<file path="src/rtl/selector_pkg.sv">
// selector_pkg
// Shared definitions for the selector_scan block: mode encodings and a
// ceil-log2 helper used to validate the select-width parameter and to
// size the dwell counter.
package selector_pkg;

    // iMode encodings
    localparam logic MODE_MANUAL = 1'b0;
    localparam logic MODE_AUTO   = 1'b1;

    // Smallest n such that 2**n >= value (returns 0 for value <= 1).
    function automatic int unsigned ceilLog2(input int unsigned value);
        int unsigned result;
        int unsigned span;
        result = 32'd0;
        span   = 32'd1;
        while (span < value) begin
            span   = span << 1;
            result = result + 32'd1;
        end
        return result;
    endfunction

endpackage

</file>
<file path="src/rtl/selector_scan_timer.sv">
// scan_timer
// Dwell counter for auto-scan. Counts 0..DWELL-1 while enabled and not held,
// wrapping to 0 at the terminal count and flagging that cycle with oTick.
// Ports:
//   iCLK    clock, rising edge
//   iRST    synchronous active-high reset (counter -> 0)
//   iClear  synchronous clear (counter -> 0), dominates iHold
//   iEnable count enable (auto-scan active)
//   iHold   freezes the counter; suppresses oTick
//   oTick   high in the cycle whose edge ends a dwell period
module scan_timer
    import selector_pkg::*;
#(
    parameter int DWELL = 4
) (
    input  logic iCLK,
    input  logic iRST,
    input  logic iClear,
    input  logic iEnable,
    input  logic iHold,
    output logic oTick
);

    localparam int              CNT_W    = (DWELL > 1) ? int'(ceilLog2(DWELL)) : 1;
    localparam logic [CNT_W-1:0] LAST_CNT = CNT_W'(DWELL - 1);

    logic [CNT_W-1:0] cnt_r;
    logic [CNT_W-1:0] cntNext_s;

    // Next-count and terminal-tick decode.
    always_comb begin
        cntNext_s = cnt_r;
        oTick     = 1'b0;
        if (iClear) begin
            cntNext_s = '0;
        end else if (iHold) begin
            cntNext_s = cnt_r;
        end else if (iEnable) begin
            if (cnt_r == LAST_CNT) begin
                cntNext_s = '0;
                oTick     = 1'b1;
            end else begin
                cntNext_s = cnt_r + CNT_W'(1'b1);
            end
        end else begin
            cntNext_s = cnt_r;
        end
    end

    // Dwell counter register.
    always_ff @(posedge iCLK) begin
        if (iRST) begin
            cnt_r <= '0;
        end else begin
            cnt_r <= cntNext_s;
        end
    end

endmodule

</file>
<file path="src/rtl/selector_scan.sv">
// selector_scan
// Registered N-channel, W-bit selector with manual select and round-robin
// auto-scan. The channel register and the outputs update on the same edge,
// so oZ always shows the slice of the channel that oCh names.
// Ports:
//   iCLK   clock, rising edge
//   iRST   synchronous active-high reset
//   iData  flattened channels, channel k at [k*WIDTH +: WIDTH]
//   iSel   manual channel select (ignored in auto mode)
//   iMode  0 = manual, 1 = auto-scan
//   iHold  freezes channel and dwell counter; oZ keeps tracking live data
//   oZ     registered selected data
//   oCh    registered channel index driving oZ
//   oStep  one-cycle pulse on each auto-scan advance
//   oErr   registered; high while a manual iSel is out of range
module selector_scan
    import selector_pkg::*;
#(
    parameter int WIDTH    = 4,
    parameter int CHANNELS = 4,
    parameter int SEL_W    = 2,
    parameter int DWELL    = 4
) (
    input  logic                      iCLK,
    input  logic                      iRST,
    input  logic [CHANNELS*WIDTH-1:0] iData,
    input  logic [SEL_W-1:0]          iSel,
    input  logic                      iMode,
    input  logic                      iHold,
    output logic [WIDTH-1:0]          oZ,
    output logic [SEL_W-1:0]          oCh,
    output logic                      oStep,
    output logic                      oErr
);

    // Elaboration-time parameter sanity.
    if (CHANNELS < 2 || CHANNELS > 16) begin : gBadChannels
        $error("selector_scan: CHANNELS must be in 2..16");
    end
    if (SEL_W < int'(ceilLog2(CHANNELS))) begin : gBadSelW
        $error("selector_scan: SEL_W too narrow for CHANNELS");
    end
    if (DWELL < 1) begin : gBadDwell
        $error("selector_scan: DWELL must be >= 1");
    end

    localparam logic [SEL_W-1:0] LAST_CH = SEL_W'(CHANNELS - 1);

    logic [SEL_W-1:0] ch_r;
    logic [SEL_W-1:0] chNext_s;
    logic [WIDTH-1:0] selData_s;
    logic             selInvalid_s;
    logic             errNext_s;
    logic             stepNext_s;
    logic             tick_s;
    logic             timerClear_s;

    // The counter is parked at 0 whenever manual mode is active and not held,
    // so a later switch to auto gets a full first dwell period.
    assign timerClear_s = ~iHold & (iMode == MODE_MANUAL);
    assign selInvalid_s = (32'(iSel) >= CHANNELS);

    scan_timer #(
        .DWELL (DWELL)
    ) uTimer (
        .iCLK    (iCLK),
        .iRST    (iRST),
        .iClear  (timerClear_s),
        .iEnable (iMode == MODE_AUTO),
        .iHold   (iHold),
        .oTick   (tick_s)
    );

    // Next channel, error and step decode; hold dominates both modes.
    always_comb begin
        chNext_s   = ch_r;
        errNext_s  = 1'b0;
        stepNext_s = 1'b0;
        if (iHold) begin
            chNext_s  = ch_r;
            errNext_s = (iMode == MODE_MANUAL) & selInvalid_s;
        end else if (iMode == MODE_MANUAL) begin
            if (selInvalid_s) begin
                chNext_s  = ch_r;
                errNext_s = 1'b1;
            end else begin
                chNext_s  = iSel;
                errNext_s = 1'b0;
            end
        end else begin
            if (tick_s) begin
                // Explicit wrap so non-power-of-2 channel counts never
                // visit unused indices.
                chNext_s   = (ch_r == LAST_CH) ? '0 : ch_r + SEL_W'(1'b1);
                stepNext_s = 1'b1;
            end else begin
                chNext_s   = ch_r;
                stepNext_s = 1'b0;
            end
        end
    end

    // Data mux on the post-edge channel so oZ and oCh stay aligned.
    always_comb begin
        selData_s = '0;
        for (int k = 0; k < CHANNELS; k++) begin
            if (chNext_s == SEL_W'(k)) begin
                selData_s = iData[k*WIDTH +: WIDTH];
            end else begin
                selData_s = selData_s;
            end
        end
    end

    // Channel register and registered outputs.
    always_ff @(posedge iCLK) begin
        if (iRST) begin
            ch_r  <= '0;
            oZ    <= '0;
            oCh   <= '0;
            oStep <= 1'b0;
            oErr  <= 1'b0;
        end else begin
            ch_r  <= chNext_s;
            oZ    <= selData_s;
            oCh   <= chNext_s;
            oStep <= stepNext_s;
            oErr  <= errNext_s;
        end
    end

endmodule

</file>
<file path="config.mk">
export PLATFORM = sky130hd
export DESIGN_NAME = selector_scan
export DESIGN_NICKNAME = d
export VERILOG_FILES = /design/src/rtl/selector_pkg.sv /design/src/rtl/selector_scan_timer.sv /design/src/rtl/selector_scan.sv
export SDC_FILE = /design/constraint.sdc
export NUM_CORES = 1
export LEC_CHECK = 0
export CAP_MARGIN = 25
export CORE_MARGIN = 10
export CORE_UTILIZATION = 35
export CTS_CLUSTER_DIAMETER = 150
export DETAILED_ROUTE_END_ITERATION = 10
export HOLD_SLACK_MARGIN = 0.15
export MAX_ROUTING_LAYER = met4
export PLACE_DENSITY = 0.76
export SLEW_MARGIN = 20
export SYNTH_ARGS = -nofsm -noshare
export SYNTH_HDL_FRONTEND = slang
export SYNTH_HIERARCHICAL = 1
export SYNTH_SLANG_ARGS = --single-unit
</file>
<file path="constraint.sdc">
create_clock -name iCLK -period 2.5 [get_ports iCLK]
set_clock_uncertainty 0.1 [all_clocks]
set_input_delay 0.75 -clock iCLK [delete_from_list [all_inputs] [get_ports iCLK]]
set_output_delay 0.75 -clock iCLK [all_outputs]
set_load 0.005 [all_outputs]
</file>
==> summary.md <==
| Metric | Value |
|---|---|
| Status | finished clean |
| DR iter-0 viols | 7 |
| Seq/Total Area, Yosys | 35.8% |
| Final WL | 1520 um |
| Rows | 13 |
| Setup WS pre-CTS | -0.288 ns |
| Worst r2r dst | oZ[3]$_SDFF_PP0_ |
| Setup crit end kind | primary output |
| TritonRoute pass-1 iters | 4 |
| Yosys top cell by area | dfxtp_1 |
| Maxcap violations | 0 |
| Worst VDD drop | 0.248 mV |
| CP Max Fanout | 5 |
| Hold_buf cts | 0 |
| Multi-input logic area | 332 um2 |
| Critical path startpoint | ch_r[0]$_SDFF_PP0_ |
| First-pass GRT wire length | about 2400 um |
| Die Footprint | 0.00335 mm2 |
| Placer congestion estimate | roughly 0.81 |
| CP max-delay cell | clkdlybuf4s50_1 |
| Number of global-route vias before repair | 530 |
| HPWL Detailed | 1180 um |
| Reg area | 180 um2 |
| Layout cells sized above 1 | between 10% and 20% |
| Die Wd | slightly below 60 um |
| Cell count after synthesis | 52 |
| Fin nets | 111 |
| Minimum clock period | 2.12 ns |
| # clock sinks | 9 |
| Routed len/inst | 15.0 um |
| Fill cells | ~110 |
| PD cells | 429 mW/mm2 |
| WP depth | 1 |
| Syn_nets | 76 |
| CTS Buf Count | 3 |
| Critical Path End | oCh[0] |
| Switching pwr | 93.6 uW |
| Largest net degree at the start of global routing | 10 |
| M1 GR Usage | 9.40% |
| Switching Share | between 20% and 30% |
| Setup crit start kind | flop |
| Seq pwr share | 42.1% |
| Worst path max stage delay | 0.56 ns |
| Critical-path cell list | clkdlybuf4s50_1 |
| GRT busiest layer | met2 |
| R2R cell count | 7 |
| Total I/O pin count | 30 |
| Fmax | approximately 470 MHz |
| Clock network fraction of design power | 30.3% |
| Via/cell ratio | about 5.0 |
| Period utilisation layout | 84.7% |
| Final slew viol count | 0 |
| Total placed cells including tap cells | 97 |
| GRT Total Usage | 9.20% |
| P_int | 280 uW |
| Post-CTS Repair Setup Buffers | 0 |
| Required time of the critical path | 1.65 ns |
| Clock slew at reported path FFs | roughly 0.06 ns |
| Final Hold Fails | 0 |
| Port Buffers | 28 |
| Initial Util | 37.7% |
| Met2 Use GR | between 10% and 20% |
| Area share of the largest cell type after synthesis | 35.8% |
| Final std cells w/o fill | ~100 |
| DRC errors left | 0 |
| Mean Syn Cell Area | 9.67 um2 |
| Clk_lat worst skew | 0.26 ns |
| Synthesized cell area | 503 um2 |
| P_leak | 0.358 nW |
| Setup slack, reg-to-reg | 0.66 ns |
| Area grow syn2layout | 73.4% |
| RSZ-0062 raised after global routing | false |
| Met3 usage | 3.05% |
| Total grt overflow | 0 |
| Largest cells by area after synthesis | dfxtp_1 36%, mux2i_1 12%, a221oi_1 7.0%, ha_1 5.0%, a21oi_1 4.0% |
| CTS tree | yes |
| Initial antenna violation count | 0 |
| Post-route ant nets | 0 |
| Longest Clk Path Bufs | 2 |
| Synthesis-stage register bit count | 9 |
| Comb pwr share | 27.7% |
| Final worst slack | 0.383 ns |
| FF-to-FF Start | uTimer/cnt_r[0]$_SDFFE_PP0P_ |
| Yosys warns | 6 |
| Vias | 503 |
| Crit path max-delay family | buffers and inverters |
| Area of the core | 0.00133 mm2 |
| Yosys cell types | 23 |
| HP Class | reg -> reg |
| CP Class | reg -> out |
| Root Driver | clkbuf_4 |
| Diodes inserted | 0 |
| Final setup viols | 0 |
| CP bufs+invs | 1 |
| Die H | a little under 60 um |
| CP Data Arrival Time | ~1.3 ns |
| # H-tree levels | 1 |
==> metal layers <==
| metal | wire length, um | part of all wire, % |
|---|---|---|
| met4 | 31 | 2.0 |
| met3 | 86 | 5.7 |
| met5 | 0 | 0 |
| met2 | 774 | 51 |
| met1 | 625 | 41 |
==> repair_timing <==
item	in CTS	in global routing
gates resized for setup	1	6
endpoints found under the setup margin	4	4
pin swaps	0	1
==> cells in the final DEF (no fill, tap or decap), types with 3 or more instances in the layout <==
cell type	count
mux2i_1	6
a221oi_1	3
buf_4	4
clkbuf_4	3
a21oi_1	4
dfxtp_1	9
nor2_1	3
nand2_1	5
clkdlybuf4s50_1	26
==> synth_stat cells <==
cell      n
dfxtp_1   9
mux2i_1   6
nand2_1   5
a21oi_1   4
a221oi_1  4
nor2_1    4
ha_1      2
nor2b_1   2
nor3_1    2
a22oi_2   1
and2_1    1
and3_1    1
and3b_2   1
and4bb_1  1
buf_2     1
buf_4     1
conb_1    1
nand2_4   1
nand4b_1  1
nor2b_4   1
nor4b_2   1
o21ai_0   1
o21ai_2   1
==> power groups by stage <==
stage / Combinational [mW] / Clock, mW / Sequential (mW)
floorplan: 0.0367 / 0 / 0.161
global placement: 0.0989 / 0 / 0.160
detailed placement: 0.0999 / 0 / 0.160
CTS: 0.102 / 0.119 / 0.157
global route: 0.112 / 0.125 / 0.159
finish: 0.104 / 0.113 / 0.157
==> flip-flops by register name, summed over array words and instances, names as in the netlist <==
signal and count:
oStep 1, ch_r 2, uTimer/cnt_r 2, oZ 4
==> area by class of cell <==
class | instances | area share, %
Tap cell | 15 | 2.15
Multi-Input combinational cell | 41 | 38.0
Clock buffer | 4 | 3.01
Sequential cell | 9 | 20.7
Timing Repair Buffer | 32 | 36.2
==> logic make-up (layout without fill, tap and decap cells) <==
family                   count (synthesis)  after routing  share of synthesized area (%)
AO/OA/AOI/OAI                           11             11                           16.2
adder cells (fa/ha/maj)                  2              2                           4.97
other                                    1              1                          0.746
buffers and inverters                    2             36                           2.49
multiplexers                             6              6                           11.9
AND/OR/NAND/NOR                         21             21                           27.9
flip-flops                               9              9                           35.8
==> metrics by stage <==
stage	hold WS [ns]	total power [mW]	setup TNS, ns	util [%]	cell area, um2
after global routing	0.471	0.396	0	65.4	872
after floorplan	0.397	0.198	0	-	503
after detailed placement	0.438	0.260	-1.09	61.4	820
after CTS	0.447	0.378	0	63.6	848
after global placement	0.423	0.259	-0.964	61.4	820
final	0.450	0.374	0	65.4	872
==> how the worst min path moves through the flow <==
stage / from / to / depth (start not counted)
2_1_floorplan: uTimer/cnt_r[1]$_SDFFE_PP0P_ / uTimer/cnt_r[1]$_SDFFE_PP0P_ / 2
3_3_place_gp: uTimer/cnt_r[1]$_SDFFE_PP0P_ / uTimer/cnt_r[1]$_SDFFE_PP0P_ / 2
3_5_place_dp: uTimer/cnt_r[1]$_SDFFE_PP0P_ / uTimer/cnt_r[1]$_SDFFE_PP0P_ / 2
4_1_cts: uTimer/cnt_r[1]$_SDFFE_PP0P_ / uTimer/cnt_r[1]$_SDFFE_PP0P_ / 2
5_1_grt: uTimer/cnt_r[0]$_SDFFE_PP0P_ / uTimer/cnt_r[0]$_SDFFE_PP0P_ / 2
6_report: uTimer/cnt_r[0]$_SDFFE_PP0P_ / uTimer/cnt_r[0]$_SDFFE_PP0P_ / 2
No activity file was read; power rests on OpenSTA's default activity.
